<file path="src/rtl/sram_1p_rr_arbiter_if.sv">
// Requester-side bus of sram_1p_rr_arbiter: flattened per-requester access fields,
// one-hot grant, and the shared read-return path.
interface sram_1p_rr_arbiter_if #(
    parameter int NREQ  = 2,
    parameter int WWORD = 32,
    parameter int WADDR = 5
);
    logic [NREQ-1:0]       req;
    logic [NREQ-1:0]       we;
    logic [NREQ-1:0]       lock;
    logic [NREQ*WADDR-1:0] addr;
    logic [NREQ*WWORD-1:0] wdata;
    logic [NREQ-1:0]       gnt;
    logic [NREQ-1:0]       rvalid;
    logic [WWORD-1:0]      rdata;

    modport master (output req, we, lock, addr, wdata, input gnt, rvalid, rdata);
    modport slave  (input req, we, lock, addr, wdata, output gnt, rvalid, rdata);
endinterface

</file>
<file path="src/rtl/sram_1p_rr_arbiter.sv">
// Round-robin arbiter with per-requester lock sharing one single-port SRAM (latency 1).
// Define SRAM_ARB_RDREG_EN to register rdata/rvalid once more (read latency 2).
module sram_1p_rr_arbiter #(
    parameter int NREQ  = 2,
    parameter int WWORD = 32,
    parameter int WADDR = 5
) (
    input  logic             clk,
    input  logic             rstn,
    sram_1p_rr_arbiter_if.slave bus,
    output logic             sram_cen,
    output logic             sram_wen,
    output logic [WADDR-1:0] sram_a,
    output logic [WWORD-1:0] sram_d,
    input  logic [WWORD-1:0] sram_q
);
    localparam int PW = (NREQ > 1) ? $clog2(NREQ) : 1;

    logic [PW-1:0]    ptr;
    logic [PW-1:0]    owner;
    logic             own_v;
    logic [NREQ-1:0]  rd_pend;
    logic [PW-1:0]    sel;
    logic [PW-1:0]    cand;
    logic [PW-1:0]    ptr_next;
    logic             any_gnt;
    logic [NREQ-1:0]  gnt;
    logic [WADDR-1:0] a_hold;
    logic [WWORD-1:0] d_hold;

    // Scan from highest offset down so the first requester at or after ptr wins.
    always_comb begin
        gnt     = '0;
        sel     = '0;
        cand    = '0;
        any_gnt = 1'b0;
        if (rstn) begin
            if (own_v && bus.req[owner]) begin
                any_gnt = 1'b1;
                sel     = owner;
            end else begin
                for (int k = NREQ - 1; k >= 0; k--) begin
                    cand = PW'((int'(ptr) + k) % NREQ);
                    if (bus.req[cand]) begin
                        any_gnt = 1'b1;
                        sel     = cand;
                    end
                end
            end
            if (any_gnt) gnt[sel] = 1'b1;
        end
    end

    assign ptr_next = (sel == PW'(NREQ - 1)) ? '0 : sel + PW'(1);

    assign sram_cen = ~any_gnt;
    assign sram_wen = any_gnt ? ~bus.we[sel] : 1'b1;
    assign sram_a   = any_gnt ? bus.addr[sel*WADDR +: WADDR]  : a_hold;
    assign sram_d   = any_gnt ? bus.wdata[sel*WWORD +: WWORD] : d_hold;
    assign bus.gnt  = gnt;

    always_ff @(posedge clk) begin
        if (!rstn) begin
            ptr     <= '0;
            owner   <= '0;
            own_v   <= 1'b0;
            rd_pend <= '0;
            a_hold  <= '0;
            d_hold  <= '0;
        end else begin
            rd_pend <= gnt & ~bus.we;
            if (any_gnt) begin
                a_hold <= bus.addr[sel*WADDR +: WADDR];
                d_hold <= bus.wdata[sel*WWORD +: WWORD];
                if (bus.lock[sel]) begin
                    own_v <= 1'b1;
                    owner <= sel;
                end else begin
                    own_v <= 1'b0;
                    ptr   <= ptr_next;
                end
            end else begin
                own_v <= 1'b0;
            end
        end
    end

`ifdef SRAM_ARB_RDREG_EN
    logic [NREQ-1:0]  rv_q;
    logic [WWORD-1:0] rd_q;

    always_ff @(posedge clk) begin
        if (!rstn) rv_q <= '0;
        else       rv_q <= rd_pend;
        rd_q <= sram_q;
    end

    assign bus.rvalid = rstn ? rv_q : '0;
    assign bus.rdata  = rd_q;
`else
    // Gated by rstn so a read in flight when reset arrives never reports valid.
    assign bus.rvalid = rstn ? rd_pend : '0;
    assign bus.rdata  = sram_q;
`endif
endmodule

</file>
<file path="src/flat_wrapper.sv">
// flat-port wrapper written by rule: the top's interface ports become plain ports
module sram_1p_rr_arbiter_flat 
#(
    parameter int NREQ  = 2,
    parameter int WWORD = 32,
    parameter int WADDR = 5
)
  (clk, rstn, sram_cen, sram_wen, sram_a, sram_d, sram_q, bus_req, bus_we, bus_lock, bus_addr, bus_wdata, bus_gnt, bus_rvalid, bus_rdata);
  sram_1p_rr_arbiter_if #(.NREQ(NREQ), .WWORD(WWORD), .WADDR(WADDR)) bus_i ();
  input  logic clk;
  input  logic rstn;
  output logic sram_cen;
  output logic sram_wen;
  output logic [WADDR-1:0] sram_a;
  output logic [WWORD-1:0] sram_d;
  input  logic [WWORD-1:0] sram_q;
  input wire logic [$bits(bus_i.req)-1:0] bus_req;
  input wire logic [$bits(bus_i.we)-1:0] bus_we;
  input wire logic [$bits(bus_i.lock)-1:0] bus_lock;
  input wire logic [$bits(bus_i.addr)-1:0] bus_addr;
  input wire logic [$bits(bus_i.wdata)-1:0] bus_wdata;
  output wire logic [$bits(bus_i.gnt)-1:0] bus_gnt;
  output wire logic [$bits(bus_i.rvalid)-1:0] bus_rvalid;
  output wire logic [$bits(bus_i.rdata)-1:0] bus_rdata;
  assign bus_i.req = bus_req;
  assign bus_i.we = bus_we;
  assign bus_i.lock = bus_lock;
  assign bus_i.addr = bus_addr;
  assign bus_i.wdata = bus_wdata;
  assign bus_gnt = bus_i.gnt;
  assign bus_rvalid = bus_i.rvalid;
  assign bus_rdata = bus_i.rdata;
  sram_1p_rr_arbiter #(.NREQ(NREQ), .WWORD(WWORD), .WADDR(WADDR)) u_core (.clk(clk), .rstn(rstn), .bus(bus_i), .sram_cen(sram_cen), .sram_wen(sram_wen), .sram_a(sram_a), .sram_d(sram_d), .sram_q(sram_q));
endmodule
</file>
<file path="config.mk">
export PLATFORM = sky130hd
export DESIGN_NAME = sram_1p_rr_arbiter_flat
export DESIGN_NICKNAME = d
export VERILOG_FILES = /design/src/rtl/sram_1p_rr_arbiter_if.sv /design/src/rtl/sram_1p_rr_arbiter.sv /design/src/flat_wrapper.sv
export SDC_FILE = /design/constraint.sdc
export NUM_CORES = 1
export LEC_CHECK = 0
export CELL_PAD_IN_SITES_DETAIL_PLACEMENT = 1
export CELL_PAD_IN_SITES_GLOBAL_PLACEMENT = 2
export CORE_MARGIN = 1
export CORE_UTILIZATION = 22
export DETAILED_ROUTE_END_ITERATION = 6
export PLACE_DENSITY = 0.86
export SLEW_MARGIN = 20
export SYNTH_ARGS = -nofsm -noshare
export SYNTH_HDL_FRONTEND = slang
export SYNTH_SLANG_ARGS = --single-unit
</file>
<file path="constraint.sdc">
create_clock -name clk -period 4 [get_ports clk]
set_input_delay 0.8 -clock clk [delete_from_list [all_inputs] [get_ports clk]]
set_output_delay 0.8 -clock clk [all_outputs]
set_load 0.005 [all_outputs]
</file>
-- Word level (Yosys, flattened, before mapping)
Cells that the tools add are included.
W data, S select, Z words.
- bits of input ports: 114
- logic and storage cells: 57
- flip-flop bits (word level): 42
- output and inout bits: 75
- bitwise gates (word level): 5
- shift operators: 2
- multipliers: 1
- reductions and logical operators: 5
- $lt $le $gt $ge: 6
- $add $sub $neg: 2
- muxes and demuxes: 30
- operators with widths (operator ; count):
    $shiftx A64 B7 Y32 ; 1
    $mux W32 ; 1
    $mux W1 ; 24
    $lt A1 B2 Y1 const B ; 5
    $shiftx A10 B5 Y5 ; 1
    $mux W2 ; 3
    $reduce_and A2 Y1 ; 3
    $mux W5 ; 1
    $mul A1 B3 Y4 const B ; 1
    $not A1 Y1 ; 3
    $add A1 B1 Y1 const B ; 2
    $and A2 B2 Y2 ; 1
    $logic_and A1 B1 Y1 ; 2
    $not A2 Y2 ; 1
    $demux W1 S1 ; 1
    $ge A1 B1 Y1 const B ; 1

-- Logic depth before layout (Yosys ltp)
- depth after elaboration: 14
- mapped depth: 7
- gate-level depth less buffers: 4

-- Worst setup path after synthesis
Ideal clock, no wire load.
- path type: input to output
- start point: input bus_req[0]
- end point: output sram_a[0]
- arrival time: 1851 ps
- stages on the path: 7
- buffers on the path: 3
- slack: 1349 ps
- cells stage by stage: buf_4 -> nor2b_4 -> buf_6 -> buf_6 -> a32o_1 -> a211oi_2 -> nand2_1
- longest elaborated chain between the ends: 10
- elaborated cells between the ends (all ways): 20
- RTL lines (element ; RTL line ; source):
    from (decl) ; flat_wrapper.sv:17 ; input wire logic [$bits(bus_i.req)-1:0] bus_req;
    $mux W1 (implied by the code) (2 in series) ; sram_1p_rr_arbiter.sv:44 ; if (bus.req[cand]) begin
    $mux W1 (2 in series) ; sram_1p_rr_arbiter.sv:44 ;
    $mux W1 ; sram_1p_rr_arbiter.sv:38 ; if (own_v && bus.req[owner]) begin
    $mux W1 (2 in series) ; sram_1p_rr_arbiter.sv:37 ; if (rstn) begin
    $mul A1 B3 Y4 ; sram_1p_rr_arbiter.sv:58 ; assign sram_a = any_gnt ? bus.addr[sel*WADDR +: WADDR] : a_hold;
    $shiftx A10 B5 Y5 ; sram_1p_rr_arbiter.sv:58 ;
    $mux W5 (*) ; sram_1p_rr_arbiter.sv:58 ;
    to (decl) ; flat_wrapper.sv:14 ; output logic [WADDR-1:0] sram_a;
Mark *: on every way between the ends. The rest lies on a longest branch, timed or not. The select of a mux whose other input is x is not followed.

-- Worst setup path after layout
- start point: input bus_req[0]
- end point: output sram_d[4]
- longest elaborated chain between the ends: 9
- elaborated cells between the ends (all ways): 19
- RTL lines (element ; RTL line ; source):
    $mux W1 (implied by the code) (2 in series) ; sram_1p_rr_arbiter.sv:44 ;
    $mux W1 (2 in series) ; sram_1p_rr_arbiter.sv:44 ;
    $mux W1 ; sram_1p_rr_arbiter.sv:38 ;
    $mux W1 (2 in series) ; sram_1p_rr_arbiter.sv:37 ;
    $shiftx A64 B7 Y32 ; sram_1p_rr_arbiter.sv:59 ; assign sram_d = any_gnt ? bus.wdata[sel*WWORD +: WWORD] : d_hold;
    $mux W32 (*) ; sram_1p_rr_arbiter.sv:59 ;
    to (decl) ; flat_wrapper.sv:15 ; output logic [WWORD-1:0] sram_d;
Marks and branches as above.

==> impl_metrics.json <==
{
  "rsz0062_at_grt": "false",
  "dp_cells": 658,
  "postSynthAreaPerCell_um2": 8.01,
  "fp.coreArea_mm2": 0.0145,
  "mostFrequentLayoutCells": "clkdlybuf4s50_1 (123), nand2_1 (82), dfxtp_1 (42)",
  "crit_type": "in2out",
  "grt.total_usage_pct": 15.4,
  "remaining_drc_errors": 0,
  "end_kind": "output port",
  "cpMaxStageDelayCell": "clkdlybuf4s50_1",
  "irDropWorstVdd_mv": 0.120,
  "cts_made_buffers": 5,
  "timing.final.crit_share_pct": 92.8,
  "worst_slack_ps": 288,
  "ys_ff_latch": 42,
  "synth_nets": 523,
  "critPathMaxStageDelay_ps": 460,
  "hold_viol_final": 0,
  "status": "completed",
  "timing.rr.end": "u_core.d_hold[24]$_SDFF_PN0_",
  "rows": 44,
  "grt_overflow": 0,
  "grt_pass1_wl_um": 18300,
  "antenna_found_initial": 0,
  "io_pins": 189,
  "cp_cell_sequence": "clkdlybuf4s50_1 > buf_4 > nor2b_4 > buf_12 > a32o_1 > a211oi_1 > nand2_1 > clkdlybuf4s50_1",
  "ys_types": 31,
  "seqCellArea_um2": 841,
  "diodes": 0,
  "critPathLaunchType": "input pin",
  "finalClockSkew_ps": 5.28,
  "final_common_cell": "clkdlybuf4s50_1",
  "die_w_um": 124,
  "io_buffers": 124,
  "cp_data_required_time_ps": 3200,
  "cp_common_cell": "clkdlybuf4s50_1",
  "synth-seq-area-share_pct": 25.7,
  "dr.pass1.iters": 4,
  "tightest_slew_ps": 648,
  "relSlewSlack_pct": 56.8,
  "initial_core_util_pct": 22.5,
  "final_cell_area_mm2": 0.00454,
  "cpLargestDelayFamily": "buffers and inverters",
  "nFillCells": 1722,
  "cp.arrival_ps": 2910,
  "p_leak_nw": 1.65,
  "dieArea_mm2": 0.0154,
  "cts.htree.levels": 2,
  "clk_pin_slew_ps": 70,
  "placed_cell_area_mm2": 0.00439,
  "synth.largest_area_cell": "dfxtp_1",
  "yosys_warnings": 0,
  "gp_congestion": 0.724,
  "wl_um": 11600,
  "first_global_vias": 3678,
  "die_h_um": 124,
  "nets": 595,
  "finalSetupViolCount": 0,
  "power-per-cell-area_mw_per_mm2": 305,
  "critPathMaxFanout": 36,
  "maxSlewViolCount": 0,
  "utilization_pct": 31.3,
  "place_ws_ps": 146,
  "maxCapViolCount": 0,
  "min_path_cells": 2,
  "worstReg2RegStart": "u_core.own_v$_SDFF_PN0_",
  "antenna_left": 0,
  "multi_input_area_mm2": 0.00193,
  "synth_area_leaders": "dfxtp_1 (26%), a211oi_2 (11%), a32o_1 (11%)",
  "post_cts_buffers": 0,
  "critPathBufInv": 4,
  "vias_per_cell": 5.14,
  "cts_tree": "built",
  "num_vias": 3426,
  "clockBufferDepth": 2,
  "reg2reg_slack_ps": 2170,
  "holdCritStartpoint": "u_core.ptr$_SDFFE_PN0P_",
  "hold_path.class": "reg2reg",
  "cts_root_buffer": "clkbuf_16",
  "drt-initial-drc-count": 98,
  "max_freq_ghz": 0.269,
  "min_to": "u_core.ptr$_SDFFE_PN0P_",
  "areaGrowthSynthToFinish_pct": 38.7,
  "finalSetupTns_ps": 0,
  "fin_crit_ps": 3710,
  "grt_max_degree": 68,
  "cts.sinks": 42,
  "netlist_instances": 409,
  "yosysTopAreaCellShare_pct": 25.7,
  "final_cells": 666,
  "wl_per_cell_um": 17.4,
  "drive_gt1_share_pct": 12.0,
  "netlist_area_mm2": 0.00328,
  "insertion_delay_ps": 300,
  "r2r.worst_path.cells": 6,
  "dpl.hpwl_um": 7770
}
-- synthesized netlist by cell type, drive strengths merged --
cell / n
or2b: 1
a21oi: 40
or2: 1
a211oi: 37
dfxtp: 42
nor3: 1
buf: 59
a21boi: 35
nor2b: 3
a41oi: 1
o21ai: 1
mux2i: 1
and3b: 1
a22o: 2
a32o: 37
nand2: 82
and3: 1
inv: 1
nand3: 38
clkbuf: 15
nor2: 3
o22ai: 2
and2: 4
o31ai: 1
-- sequential cells by signal, indices dropped and copies added, names as in the netlist --
signal          flops
u_core.ptr          1
u_core.rd_pend      2
u_core.d_hold      32
u_core.a_hold       5
u_core.own_v        1
u_core.owner        1
-- power breakdown --
| part | switching, mW | leakage [nW] | internal, mW |
|---|---|---|---|
| logic | 0.220 | 1.23 | 0.265 |
| registers | 0.0105 | 0.348 | 0.456 |
| clock network | 0.183 | 0.0739 | 0.248 |
| total | 0.414 | 1.65 | 0.970 |
-- worst max path at each step --
stage	startpoint	to	slack, ps	cells past startpoint
after floorplan	bus_req[0]	sram_a[0]	1350	7
after global placement	bus_req[0]	sram_d[31]	220	6
after detailed placement	bus_req[0]	sram_d[0]	150	6
after CTS	bus_req[0]	sram_d[0]	130	6
after global routing	bus_req[0]	sram_d[4]	120	8
final	bus_req[0]	sram_d[4]	290	8
-- routing by layer --
layer / vias to the layer above / GRT usage [%] / wire (um) / share of wire (%)
li1: 1623 / - / - / -
met1: 1683 / 18.5 / 5150 / 45
met2: 98 / 26.5 / 5520 / 48
met3: 22 / 2.98 / 658 / 5.7
met4: 0 / 6.62 / 241 / 2.1
met5: - / 0 / 0 / 0
-- area by class of cell --
cell class	instances	area share [%]
clock buffers	7	3.14
clock inverters	1	0.110
inverters	1	0.0826
multi-input cells	292	42.5
flip-flops and latches	42	18.5
well taps	184	5.07
repair buffers	139	30.6
-- kinds of logic after synthesis --
family | after synthesis | synth area share (%)
and+or+nand+nor | 135 | 18.4
AOI/OAI and AO/OA | 156 | 40.1
buffers and inverters | 75 | 15.5
DFF | 42 | 25.7
muxes | 1 | 0.420
-- timing repair --
action / CTS / global route
endpoints found under the hold margin: 0 / 0
resized for setup: 0 / 1
hold buffers: 0 / 0
endpoints found under the setup margin: 0 / 1
-- worst reg2reg max path, delay by kind of cell, from the launching register on --
family,cells,cell delay [ps]
flops,1,360
compound gates,1,160
simple gates,2,420
buf+inv,2,470
mux,1,350
-- metrics by stage --
step,hold slack [ps],total power [mW]
floorplan,456,0.727
global placement,475,0.948
detailed placement,487,0.962
CTS,498,1.41
global route,546,1.47
finish,503,1.38
Note: power is estimated with default switching activity, not from simulation.
